[config.mk]
export PLATFORM = sky130hd
export DESIGN_NAME = alu_seq
export DESIGN_NICKNAME = d
export VERILOG_FILES = /design/src/rtl/alu_pkg.sv /design/src/rtl/alu_seq.sv
export SDC_FILE = /design/constraint.sdc
export NUM_CORES = 1
export LEC_CHECK = 0
export CAP_MARGIN = 15
export CORE_MARGIN = 3
export CORE_UTILIZATION = 42
export CTS_BUF_LIST = sky130_fd_sc_hd__clkbuf_4
export DETAILED_ROUTE_END_ITERATION = 10
export PLACE_DENSITY = 0.87
export SKIP_LAST_GASP = 1
export SYNTH_ARGS = -nofsm -noshare
export SYNTH_HDL_FRONTEND = slang
export SYNTH_SLANG_ARGS = --single-unit
[constraint.sdc]
create_clock -name clk -period 1.85 [get_ports clk]
set_input_delay 0.37 -clock clk [delete_from_list [all_inputs] [get_ports clk]]
set_output_delay 0.37 -clock clk [all_outputs]
set_load 0.005 [all_outputs]
[src/rtl/alu_pkg.sv]
// alu_pkg: opcodes and enums shared by the 16-bit ALU and the mul/div sequencer.
//   ALU_*        ALU opcode encodings (3 bits)
//   seq_op_t     sequencer command (MUL / DIVU)
//   seq_state_t  sequencer control state
package alu_pkg;

  localparam int unsigned ALU_W    = 16;
  localparam int unsigned ALU_OP_W = 3;

  localparam logic [ALU_OP_W-1:0] ALU_NOT = 3'h0;
  localparam logic [ALU_OP_W-1:0] ALU_AND = 3'h1;
  localparam logic [ALU_OP_W-1:0] ALU_OR  = 3'h2;
  localparam logic [ALU_OP_W-1:0] ALU_XOR = 3'h3;
  localparam logic [ALU_OP_W-1:0] ALU_ADD = 3'h4;
  localparam logic [ALU_OP_W-1:0] ALU_SUB = 3'h5;
  localparam logic [ALU_OP_W-1:0] ALU_MOV = 3'h6;

  typedef enum logic {
    SEQ_MUL  = 1'b0,
    SEQ_DIVU = 1'b1
  } seq_op_t;

  typedef enum logic [1:0] {
    ST_IDLE = 2'd0,
    ST_RUN  = 2'd1,
    ST_DONE = 2'd2
  } seq_state_t;

endpackage

[src/rtl/alu_seq.sv]
// alu_seq: multi-cycle unsigned multiply / divide sequencer driving the shared ALU.
// One iteration per RUN cycle: shift-add for MUL, restoring subtract for DIVU.
//
// Build option: define ALU_SEQ_DIV_EN to include the divide datapath. Without it
// an accepted DIVU completes immediately with resp_err = 1 and a zero result.
//
// Ports:
//   clk, reset_n          clock, async active-low reset
//   req_valid/req_ready   command handshake (req_ready high only in IDLE)
//   req_op, req_a, req_b  0 = MUL a*b, 1 = DIVU a/b
//   resp_valid/resp_ready result handshake, resp_* held until accepted
//   resp_hi, resp_lo      product[31:16]/[15:0] or remainder/quotient
//   resp_dbz, resp_err    divide by zero, unsupported op
//   busy                  high while iterating (parent muxes ALU inputs to us)
//   alu_a, alu_b, alu_op  ALU operand/opcode drive, decoded from registers only
//   alu_override(_en)     tied to 0
//   alu_agg, alu_C        ALU result and carry/borrow
module alu_seq
  import alu_pkg::*;
#(
  parameter int unsigned WIDTH = ALU_W  // only 16 is supported
) (
  input  logic                clk,
  input  logic                reset_n,
  input  logic                req_valid,
  output logic                req_ready,
  input  logic                req_op,
  input  logic [WIDTH-1:0]    req_a,
  input  logic [WIDTH-1:0]    req_b,
  output logic                resp_valid,
  input  logic                resp_ready,
  output logic [WIDTH-1:0]    resp_hi,
  output logic [WIDTH-1:0]    resp_lo,
  output logic                resp_dbz,
  output logic                resp_err,
  output logic                busy,
  output logic [WIDTH-1:0]    alu_a,
  output logic [WIDTH-1:0]    alu_b,
  output logic [ALU_OP_W-1:0] alu_op,
  output logic [WIDTH-1:0]    alu_override,
  output logic                alu_override_en,
  input  logic [WIDTH-1:0]    alu_agg,
  input  logic                alu_C
);

  localparam int unsigned CNT_W = $clog2(WIDTH);

  seq_state_t        state_q, state_d;
  seq_op_t           op_q, op_d;
  logic [WIDTH-1:0]  b_q, b_d;        // multiplicand / divisor
  logic [WIDTH-1:0]  hi_q, hi_d;      // product high / remainder
  logic [WIDTH-1:0]  lo_q, lo_d;      // multiplier-product low / quotient
  logic [CNT_W-1:0]  cnt_q, cnt_d;
  logic              dbz_q, dbz_d;
  logic              err_q, err_d;
  logic              req_ready_q, req_ready_d;
  logic              resp_valid_q, resp_valid_d;
  logic              busy_q, busy_d;

`ifdef ALU_SEQ_DIV_EN
  // Restoring-divide step: shifted partial remainder and its dropped 17th bit.
  // A set 17th bit means the remainder already exceeds any 16-bit divisor.
  logic [WIDTH-1:0] div_rs;
  logic             div_q;

  always_comb begin
    div_rs = {hi_q[WIDTH-2:0], lo_q[WIDTH-1]};
    div_q  = hi_q[WIDTH-1] | ~alu_C;
  end
`endif

  // ALU drive: idle operands and MOV outside RUN
  always_comb begin
    alu_op = ALU_MOV;
    alu_a  = '0;
    alu_b  = '0;
    if (state_q == ST_RUN) begin
      if (op_q == SEQ_MUL) begin
        alu_op = ALU_ADD;
        alu_a  = hi_q;
        alu_b  = lo_q[0] ? b_q : '0;
      end
`ifdef ALU_SEQ_DIV_EN
      else begin
        alu_op = ALU_SUB;
        alu_a  = div_rs;
        alu_b  = b_q;
      end
`endif
    end
  end

  // Next-state and datapath update
  always_comb begin
    state_d = state_q;
    op_d    = op_q;
    b_d     = b_q;
    hi_d    = hi_q;
    lo_d    = lo_q;
    cnt_d   = cnt_q;
    dbz_d   = dbz_q;
    err_d   = err_q;

    unique case (state_q)
      ST_IDLE: begin
        if (req_valid && req_ready_q) begin
          op_d  = seq_op_t'(req_op);
          b_d   = req_b;
          cnt_d = '0;
          dbz_d = 1'b0;
          err_d = 1'b0;
          if (seq_op_t'(req_op) == SEQ_MUL) begin
            hi_d    = '0;
            lo_d    = req_a;
            state_d = ST_RUN;
          end else begin
`ifdef ALU_SEQ_DIV_EN
            if (req_b == '0) begin
              hi_d    = req_a;
              lo_d    = '1;
              dbz_d   = 1'b1;
              state_d = ST_DONE;
            end else begin
              hi_d    = '0;
              lo_d    = req_a;
              state_d = ST_RUN;
            end
`else
            hi_d    = '0;
            lo_d    = '0;
            err_d   = 1'b1;
            state_d = ST_DONE;
`endif
          end
        end
      end

      ST_RUN: begin
        if (op_q == SEQ_MUL) begin
          // 33-bit {carry, sum, multiplier} shifted right by one
          {hi_d, lo_d} = {alu_C, alu_agg, lo_q[WIDTH-1:1]};
        end
`ifdef ALU_SEQ_DIV_EN
        else begin
          hi_d = div_q ? alu_agg : div_rs;
          lo_d = {lo_q[WIDTH-2:0], div_q};
        end
`endif
        cnt_d = cnt_q + CNT_W'(1);
        if (cnt_q == CNT_W'(WIDTH - 1)) begin
          state_d = ST_DONE;
        end
      end

      ST_DONE: begin
        if (resp_ready) begin
          dbz_d   = 1'b0;
          err_d   = 1'b0;
          state_d = ST_IDLE;
        end
      end

      default: begin
        state_d = ST_IDLE;
      end
    endcase
  end

  // Handshake/status flags track the next state so they are registered outputs
  always_comb begin
    req_ready_d  = (state_d == ST_IDLE);
    resp_valid_d = (state_d == ST_DONE);
    busy_d       = (state_d == ST_RUN);
  end

  // State and datapath registers
  always_ff @(posedge clk or negedge reset_n) begin
    if (!reset_n) begin
      state_q      <= ST_IDLE;
      op_q         <= SEQ_MUL;
      b_q          <= '0;
      hi_q         <= '0;
      lo_q         <= '0;
      cnt_q        <= '0;
      dbz_q        <= 1'b0;
      err_q        <= 1'b0;
      req_ready_q  <= 1'b0;
      resp_valid_q <= 1'b0;
      busy_q       <= 1'b0;
    end else begin
      state_q      <= state_d;
      op_q         <= op_d;
      b_q          <= b_d;
      hi_q         <= hi_d;
      lo_q         <= lo_d;
      cnt_q        <= cnt_d;
      dbz_q        <= dbz_d;
      err_q        <= err_d;
      req_ready_q  <= req_ready_d;
      resp_valid_q <= resp_valid_d;
      busy_q       <= busy_d;
    end
  end

  assign req_ready       = req_ready_q;
  assign resp_valid      = resp_valid_q;
  assign busy            = busy_q;
  assign resp_hi         = hi_q;
  assign resp_lo         = lo_q;
  assign resp_dbz        = dbz_q;
  assign resp_err        = err_q;
  assign alu_override    = '0;
  assign alu_override_en = 1'b0;

endmodule

==> flow_metrics.env, run 1 <==
export IMPL_status="complete, but fails checks"
export IMPL_violations="setup timing"
export IMPL_period_minus_slack_ns=2.06
export IMPL_power_mw=7.22
export IMPL_die_area_mm2=0.00787
export IMPL_cts_sinks=59
export IMPL_antenna_found_initial=0
export IMPL_swShare_pct=36.8
export IMPL_crit_path_top_delay_cell="dfrtp_1"
export IMPL_insertion_delay_ns=0.38
export IMPL_vias_per_cell=5.26
export IMPL_final_max_slew_violation_count=0
export IMPL_grt_pass1_vias=2634
export IMPL_fin_skew_ns=0.00810
export IMPL_max_stage_delay_ns=0.42
export IMPL_place_hpwl_um=6080
export IMPL_wl_per_cell_um=17.1
export IMPL_clk_pin_slew_ns=0.09
export IMPL_ios=143
export IMPL_ir_worst_vdd_uv=681
export IMPL_relSlewSlack_pct=56.8
export IMPL_drtAntennaViolNets=0
export IMPL_r2r_start="state_q[1]"
export IMPL_synthFlopType="dfrtp_1"
export IMPL_fin_crit_sh_pct=111
export IMPL_startpoint_type="flip-flop"
export IMPL_async_flop_share_pct=100
export IMPL_dpl_cell_area_mm2=0.00417
export IMPL_drive_above_1_share_pct=23.5
export IMPL_cp_num_buf_inv=4
export IMPL_rows=29
export IMPL_drc=0
export IMPL_dr_pass1_iters=5
export IMPL_busiest_layer="met2"
export IMPL_p_int_mw=4.56
export IMPL_syn_area_mm2=0.00288
export IMPL_ys_ff_latch=59
export IMPL_critPathArrivalTime_ns=1.69
export IMPL_setup_violations_final=33
export IMPL_root_buffer="clkbuf_4"
export IMPL_cts_tree="done"
export IMPL_fp_dieW_um=88.7
export IMPL_grtUsageMet3_pct=4.66
export IMPL_grtUsageMet1_pct=27.6
export IMPL_synth_top_area_share_pct=51.3
export IMPL_max_freq_mhz=485
export IMPL_p_leak_nw=2.19
export IMPL_endpoint_kind="primary output"
export IMPL_h_tree_depth=3
export IMPL_path_delay_family="buffers and inverters"
export IMPL_path_class="reg -> out"
export IMPL_diodes=0
export IMPL_netlist_instances=299
export IMPL_power_switching_mw=2.66
export IMPL_synth_area_leaders="dfrtp_1 51%, nand2_1 9.3%, buf_4 6.3%, a22o_1 4.9%, nand3b_1 4.4%"
export IMPL_tns_ns=-4.52
export IMPL_drt_iter0_markers=155
export IMPL_start_util_pct=44.3
export IMPL_cp_max_fo=5
export IMPL_dr_total_vias=2776
export IMPL_grt_usage_pct=22.3
export IMPL_maxCapViolations=0
export IMPL_die_height_um=88.7
export IMPL_startpoint="state_q[1]"
export IMPL_yosysSeqAreaShare_pct=51.3
export IMPL_yosys_area_top_type="dfrtp_1"
export IMPL_yosys_warnings=0
export IMPL_port_buffers=122
export IMPL_grt_overflow=0
export IMPL_synth_edf_count=0
export IMPL_cp_cell_sequence="nor3b_4 -> buf_6 -> buf_8 -> buf_16 -> and3_1 -> buf_2"
export IMPL_hp_class="reg -> reg"
export IMPL_grtUsageMet2_pct=37.2
export IMPL_wl_um=9010
export IMPL_avgSynthCellArea_um2=9.62
export IMPL_grt_max_degree=60
export IMPL_p_comb_share_pct=57.7
export IMPL_grt_pass1_wl_um=13300
export IMPL_required_ns=1.48
export IMPL_core_mm2=0.00649
export IMPL_hold_violations=0
export IMPL_fin_ws_ns=-0.210
export IMPL_cts_inserted_buffers=9
export IMPL_powerDensity_mw_per_mm2=1610
export IMPL_place_gp_congestion=0.904
export IMPL_cts_buffer_depth=2
export IMPL_worstMarginPinSlew_ns=0.649
export IMPL_nNetsFinal=502
export IMPL_p_seq_share_pct=32.7
export IMPL_ys_types=30
export IMPL_final_area_mm2=0.00449
export IMPL_clkPwrFrac_pct=9.6
export IMPL_rsz0062_at_grt="yes"
export IMPL_synthToLayoutAreaGrowth_pct=56.3
export IMPL_min_delay_start="b_q[0]"
## cells in the final DEF (no fill, tap or decap), types with 3 or more instances in the layout
master	n
clkdlybuf4s50_1	88
nand2_1	71
dfrtp_1	59
buf_4	25
buf_6	24
conb_1	20
nand3b_1	17
nor3_1	17
buf_2	17
and3_1	16
a31oi_1	16
a22o_1	16
and2_4	15
clkbuf_4	10
nand3_1	4
clkinv_1	3
## synthesized netlist by cell type (2+ instances only)
cell and number:
nand2_1 71, dfrtp_1 59, buf_4 24, and3_1 18, nand3b_1 17, nor3_1 17
a22o_1 16, a31oi_1 16, and2_1 16, buf_2 12, clkbuf_1 4, nand3_1 4
a211o_1 2, buf_6 2, conb_1 2, inv_1 2, nor3b_1 2, o22ai_1 2
o311ai_0 2
## worst min-delay path, cell delays in order, from the launching register on
cell	delay [ns]
dfrtp_1	0.35
nand2_1	0.05
nand2_1	0.05
## sequential cells by signal, indices dropped and copies added, names as in the netlist, 2 cells and up
name / count
state_q: 2
cnt_q: 4
resp_hi: 16
resp_lo: 16
b_q: 16
## path summary, 6_finish.rpt
path | to | slack (ns) | cells past startpoint
max reg2reg | resp_lo[6] | 0.10 | 5
max | alu_b[15] | -0.21 | 6
max in group asynchronous | resp_lo[9] | 1.07 | 3
min in group asynchronous | b_q[1] | 0.51 | 3
min reg2reg | b_q[0] | 0.48 | 2
min | b_q[0] | 0.48 | 2
## cells by family after synthesis
family	Yosys count	synth area share, %
AND/OR/NAND/NOR	152	27.2
flip-flops	59	51.3
adder cells (fa/ha/maj)	1	0.435
other	2	0.261
buffers and inverters	44	9.92
AO/OA/AOI/OAI	41	10.8
## per-stage QoR
stage | std cells | worst slack, ns | utilization (%) | hold WS [ns]
floorplan | 317 | 0.299 | - | 0.0744
global placement | 494 | -0.0298 | 64.3 | 0.397
detailed placement | 494 | -0.0657 | 64.3 | 0.398
CTS | 523 | -0.236 | 66.8 | 0.479
global route | 528 | -0.261 | 69.2 | 0.495
finish | 528 | -0.210 | 69.2 | 0.477
## power groups by stage
stage          Clock (mW)  Sequential (mW)  Combinational [mW]
3_5_place_dp            0             2.37                3.56
3_3_place_gp            0             2.34                3.44
6_report            0.695             2.36                4.17
4_1_cts             0.717             2.34                3.87
5_1_grt             0.792             2.44                4.52
2_1_floorplan           0             2.31                1.76
## cell type report
type	instances	area [um2]
well taps	77	96.3
fillers	492	2000
clock buffers	10	75.1
repair buffers	161	1570
multi-input cells	214	1250
inverters	2	7.51
flip-flops and latches	59	1480
clock inverters	5	21.3
## repair_timing
item | 4_1_cts | 5_1_grt
gates cloned | 3 | 2
pin swaps | 4 | 1
gates resized for setup | 135 | 44
setup buffers | 10 | 5
hold endpoints to repair | 59 | 0
hold buffers | 1 | 0
endpoints found under the setup margin | 34 | 34
## per-layer routing
layer | share of wire (%) | up-vias
li1 | - | 1290
met4 | 2.1 | 0
met2 | 50 | 124
met3 | 7.3 | 17
met1 | 41 | 1345
met5 | 0 | -
Power figures use the tool's default switching activity.
==> run 2: changes to the inputs <==
- MAX_ROUTING_LAYER: unset -> met4
==> run 2 against run 1 <==
Net effect:
- non-clock buffer count did not move
- count of clock-buffer cells in the layout did not move
- flip-flop and latch count did not move
- worst hold slack got worse by 0.0019 ns
- the flow still finishes with violations (setup timing)
- highest routed layer unchanged
- sequential power about the same
==> flow_metrics.env, run 2 (same netlist as run 1, synthesis figures left out) <==
export IMPL_relSlewSlack_pct=56.5
export IMPL_final_max_slew_violation_count=0
export IMPL_start_util_pct=44.3
export IMPL_port_buffers=122
export IMPL_clkPwrFrac_pct=9.6
export IMPL_period_minus_slack_ns=2.06
export IMPL_cts_sinks=59
export IMPL_fin_skew_ns=0.00862
export IMPL_pre_cts_slack_ns=-0.0657
export IMPL_grt_pass1_wl_um=13300
export IMPL_root_buffer="clkbuf_4"
export IMPL_clk_pin_slew_ns=0.09
export IMPL_fin_crit_sh_pct=111
export IMPL_cts_inserted_buffers=9
export IMPL_path_delay_family="buffers and inverters"
export IMPL_layout_commonest_cell="clkdlybuf4s50_1"
export IMPL_ios=143
export IMPL_wl_met1_um=3670
export IMPL_power_switching_mw=2.67
export IMPL_grt_usage_pct=23.0
export IMPL_startpoint="state_q[1]"
export IMPL_cp_max_fo=5
export IMPL_place_gp_congestion=0.919
export IMPL_diodes=0
export IMPL_fin_ws_ns=-0.205
export IMPL_worstMarginPinSlew_ns=0.653
export IMPL_crit_path_top_delay_cell="dfrtp_1"
export IMPL_rr_worst_depth=5
export IMPL_fillers=492
export IMPL_swShare_pct=36.9
export IMPL_endpoint_kind="primary output"
export IMPL_p_comb_share_pct=57.7
export IMPL_max_stage_delay_ns=0.42
export IMPL_nNetsFinal=502
export IMPL_core_mm2=0.00649
export IMPL_p_seq_share_pct=32.6
export IMPL_drive_above_1_share_pct=23.5
export IMPL_synthToLayoutAreaGrowth_pct=56.3
export IMPL_drt_iter0_markers=118
export IMPL_wl_per_cell_um=17.1
export IMPL_dr_pass1_iters=4
export IMPL_setup_violations_final=33
export IMPL_p_leak_nw=2.19
export IMPL_hold_violations=0
export IMPL_cp_num_buf_inv=4
export IMPL_rr_endpoint="resp_lo[8]"
export IMPL_cts_buffer_depth=2
export IMPL_critPathArrivalTime_ns=1.69
export IMPL_hold_slack_ns=0.475
export IMPL_max_freq_mhz=487
export IMPL_fp_dieW_um=88.7
export IMPL_crit_cells=6
export IMPL_startpoint_type="flip-flop"
export IMPL_r2r_start="state_q[1]"
export IMPL_dr_wl_met2_um=4530
export IMPL_maxCapViolations=0
export IMPL_die_height_um=88.7
export IMPL_fin_util_pct=69.2
export IMPL_path_class="reg -> out"
export IMPL_die_area_mm2=0.00787
export IMPL_required_ns=1.48
export IMPL_wl_um=9040
export IMPL_fin_cells=528
export IMPL_grt_overflow=0
export IMPL_rrSetupSlack_ns=0.09
export IMPL_grt_max_degree=60
export IMPL_h_tree_depth=3
export IMPL_status="complete, but fails checks"
export IMPL_rsz0062_at_grt="yes"
export IMPL_drtAntennaViolNets=0
export IMPL_drc=0
export IMPL_dp_cells=494
export IMPL_insertion_delay_ns=0.38
export IMPL_grt_pass1_vias=2637
export IMPL_vias_per_cell=5.31
export IMPL_violations="setup timing"
export IMPL_ir_worst_vdd_uv=684
export IMPL_place_hpwl_um=6080
export IMPL_rows=29
export IMPL_final_cell_mix="88 x clkdlybuf4s50_1, 71 x nand2_1, 59 x dfrtp_1"
export IMPL_p_int_mw=4.56
export IMPL_cp_cell_sequence="nor3b_4 -> buf_6 -> buf_8 -> buf_16 -> and3_1 -> buf_2"
export IMPL_cts_tree="done"
export IMPL_met3_length_um=697
export IMPL_hp_class="reg -> reg"
export IMPL_endpoint="alu_b[15]"
export IMPL_powerDensity_mw_per_mm2=1610
export IMPL_antenna_found_initial=0
export IMPL_dr_total_vias=2804
export IMPL_highest_layer="met4"
-- run 2: cell counts in the layout (fill, tap and decap cells not counted) --
Identical to the previous run, type by type.
-- run 2: metrics by stage --
stage	instance area (um2)	setup TNS, ns	power (mW)
floorplan	2940	0	4.07
global placement	4170	-0.201	5.78
detailed placement	4170	-1.04	5.92
CTS	4340	-5.52	6.93
global route	4490	-7.07	7.76
finish	4490	-4.49	7.23
-- run 2: layout make-up --
cell class                 count  area, um2  share of cell area [%]
sequential                    59       1480                    32.9
tap                           77       96.3                    2.14
clock buffer                  10       75.1                    1.67
timing repair buffer         161       1570                    34.9
multi-input combinational    214       1250                    27.8
clock inverter                 5       21.3                   0.473
inverter                       2       7.51                   0.167
-- run 2: what timing repair did --
action,CTS,global route
hold endpoints to repair,59,0
hold buffers,1,0
setup buffers,10,5
pin swaps,4,1
resized for setup,135,44
cloned,3,2
endpoints found under the setup margin,34,34
-- run 2: per-layer routing --
layer  up-vias  track usage [%]
met1      1362             27.7
met2       139             37.2
li1       1290                -
met5         -                -
met3        13             5.31
met4         0             8.93
-- run 2: worst min path at each step --
stage | to | slack (ns) | startpoint | depth (start not counted)
5_1_grt | b_q[4] | 0.49 | req_b[4] | 3
3_5_place_dp | resp_hi[15] | 0.40 | reset_n | 2
2_1_floorplan | b_q[0] | 0.07 | reset_n | 0
6_report | b_q[0] | 0.47 | b_q[0] | 2
4_1_cts | b_q[0] | 0.48 | b_q[0] | 2
3_3_place_gp | resp_hi[15] | 0.40 | reset_n | 2
-- run 2: power by group through the flow --
stage          sequential (mW)  clock [mW]  combinational, mW
6_report                  2.36       0.697               4.17
5_1_grt                   2.44       0.794               4.52
4_1_cts                   2.34       0.717               3.87
3_5_place_dp              2.37           0               3.56
3_3_place_gp              2.34           0               3.44
2_1_floorplan             2.31           0               1.76
-- run 2: worst register-to-register path, delay by kind of cell, from the launching register on --
kind | cells | cell delay (ns)
and+or+nand+nor | 1 | 0.16
DFF | 1 | 0.42
AOI/OAI and AO/OA | 2 | 0.73
buffers and inverters | 2 | 0.30
==> run 3: changes to the inputs <==
- CORE_MARGIN: 3 -> 2
==> run 3 against run 2 <==
Net effect:
- the flow still finishes with violations (setup timing)
- critical path depth is the same
- worst hold slack better by 0.0091 ns
- first-iteration DRC count increased by 74%
- critical endpoint is now alu_b[2]
- routed wire length shrank 8.6%
- power up 4.8%
- cell count increased by 0.57%
- largest power group unchanged
- non-clock buffer count shrank 1
==> flow_metrics.env, run 3 (same netlist as run 1, synthesis figures left out) <==
export IMPL_status="complete, but fails checks"
export IMPL_violations="setup timing"
export IMPL_path_class="reg -> out"
export IMPL_grt_usage_pct=22.5
export IMPL_port_buffers=122
export IMPL_dp_cells=496
export IMPL_synthToLayoutAreaGrowth_pct=59.7
export IMPL_wl_um=8260
export IMPL_setup_violations_final=33
export IMPL_max_freq_mhz=492
export IMPL_rsz0062_at_grt="yes"
export IMPL_met3_length_um=437
export IMPL_die_height_um=86.7
export IMPL_die_area_mm2=0.00752
export IMPL_drt_iter0_markers=205
export IMPL_grt_overflow=0
export IMPL_start_util_pct=42.8
export IMPL_fin_cells=531
export IMPL_hold_slack_ns=0.484
export IMPL_place_hpwl_um=5370
export IMPL_h_tree_depth=3
export IMPL_grt_pass1_wl_um=12800
export IMPL_relSlewSlack_pct=53.8
export IMPL_period_minus_slack_ns=2.03
export IMPL_fp_dieW_um=86.7
export IMPL_nNetsFinal=501
export IMPL_ir_worst_vdd_uv=999
export IMPL_highest_layer="met4"
export IMPL_root_buffer="clkbuf_4"
export IMPL_critPathArrivalTime_ns=1.66
export IMPL_drc=0
export IMPL_place_gp_congestion=0.824
export IMPL_vias_per_cell=5.12
export IMPL_worstMarginPinSlew_ns=0.693
export IMPL_wl_per_cell_um=15.6
export IMPL_final_area_mm2=0.00459
export IMPL_dr_total_vias=2719
export IMPL_insertion_delay_ns=0.38
export IMPL_cp_num_buf_inv=4
export IMPL_core_mm2=0.00672
export IMPL_cts_sinks=59
export IMPL_dr_wl_met2_um=4270
export IMPL_startpoint_type="flip-flop"
export IMPL_cp_common_cell="buf_6"
export IMPL_grt_pass1_vias=2528
export IMPL_hold_violations=0
export IMPL_dpl_cell_area_mm2=0.00416
export IMPL_rows=30
export IMPL_maxCapViolations=0
export IMPL_cp_cell_sequence="nor3b_4 -> buf_6 -> buf_6 -> buf_6 -> and3_4 -> buf_6"
export IMPL_final_cell_mix="88 x clkdlybuf4s50_1, 71 x nand2_1, 58 x dfrtp_1"
export IMPL_ios=143
export IMPL_max_stage_delay_ns=0.42
export IMPL_path_delay_family="buffers and inverters"
export IMPL_drive_above_1_share_pct=25.1
export IMPL_tns_ns=-3.06
export IMPL_hp_class="reg -> reg"
export IMPL_pre_cts_slack_ns=-0.143
export IMPL_drtAntennaViolNets=0
export IMPL_required_ns=1.48
export IMPL_layout_commonest_cell="clkdlybuf4s50_1"
export IMPL_fin_util_pct=68.4
export IMPL_wl_met1_um=3460
export IMPL_crit_path_top_delay_cell="dfrtp_1"
export IMPL_power_mw=7.58
export IMPL_clk_pin_slew_ns=0.09
export IMPL_grt_max_degree=60
export IMPL_final_max_slew_violation_count=0
export IMPL_cts_inserted_buffers=9
export IMPL_diodes=0
export IMPL_p_leak_nw=2.18
export IMPL_antenna_found_initial=0
export IMPL_cp_max_fo=6
export IMPL_endpoint_kind="primary output"
export IMPL_powerDensity_mw_per_mm2=1650
export IMPL_fin_skew_ns=0.0146
export IMPL_cts_buffer_depth=2
export IMPL_dr_pass1_iters=4
export IMPL_fin_crit_sh_pct=110
export IMPL_cts_tree="done"
export IMPL_fin_ws_ns=-0.181
-- run 3: worst register-to-register path, stage by stage, from the launching register on --
cell     delay, ns
dfrtp_1       0.42
nor3b_4       0.24
buf_6         0.14
buf_8         0.11
buf_6         0.10
buf_4         0.22
nor2_4        0.07
buf_12        0.15
a22o_1        0.18
-- run 3: where the power goes --
part	internal, mW	leakage, nW	switching (mW)
clock	0.692	0.0978	0.470
combinational	2.31	1.35	1.74
sequential	1.91	0.727	0.458
total	4.91	2.18	2.67
-- run 3: final cells by class --
cell class,instances,area [um2]
flip-flops and latches,59,1480
multi-input cells,214,1290
clock buffers,10,75.1
fillers,518,2130
repair buffers,160,1540
inverters,2,7.51
well taps,80,100
clock inverters,6,104
-- run 3: path summary, 6_finish.rpt --
path	slack, ns	from	cells past startpoint	endpoint
max in group asynchronous	1.05	reset_n	3	resp_lo[0]
worst min-delay path	0.48	b_q[11]	2	b_q[11]
worst max-delay path	-0.18	op_q	6	alu_b[2]
worst min register to register	0.48	b_q[11]	2	b_q[11]
min in group asynchronous	0.51	reset_n	3	resp_hi[3]
worst max register to register	0.11	op_q	8	resp_hi[11]
-- run 3: what timing repair did --
item,4_1_cts,5_1_grt
hold endpoints to repair,59,0
hold buffers,1,0
setup buffers,16,3
resized for setup,167,26
setup endpoints to repair,34,49
pin swaps,14,6
gates cloned,3,0
-- run 3: layer usage --
metal  GRT usage (%)  vias up
li1                -     1287
met1            29.6     1316
met2            35.0      106
met3            4.76       10
met4            6.68        0
met5               -        -
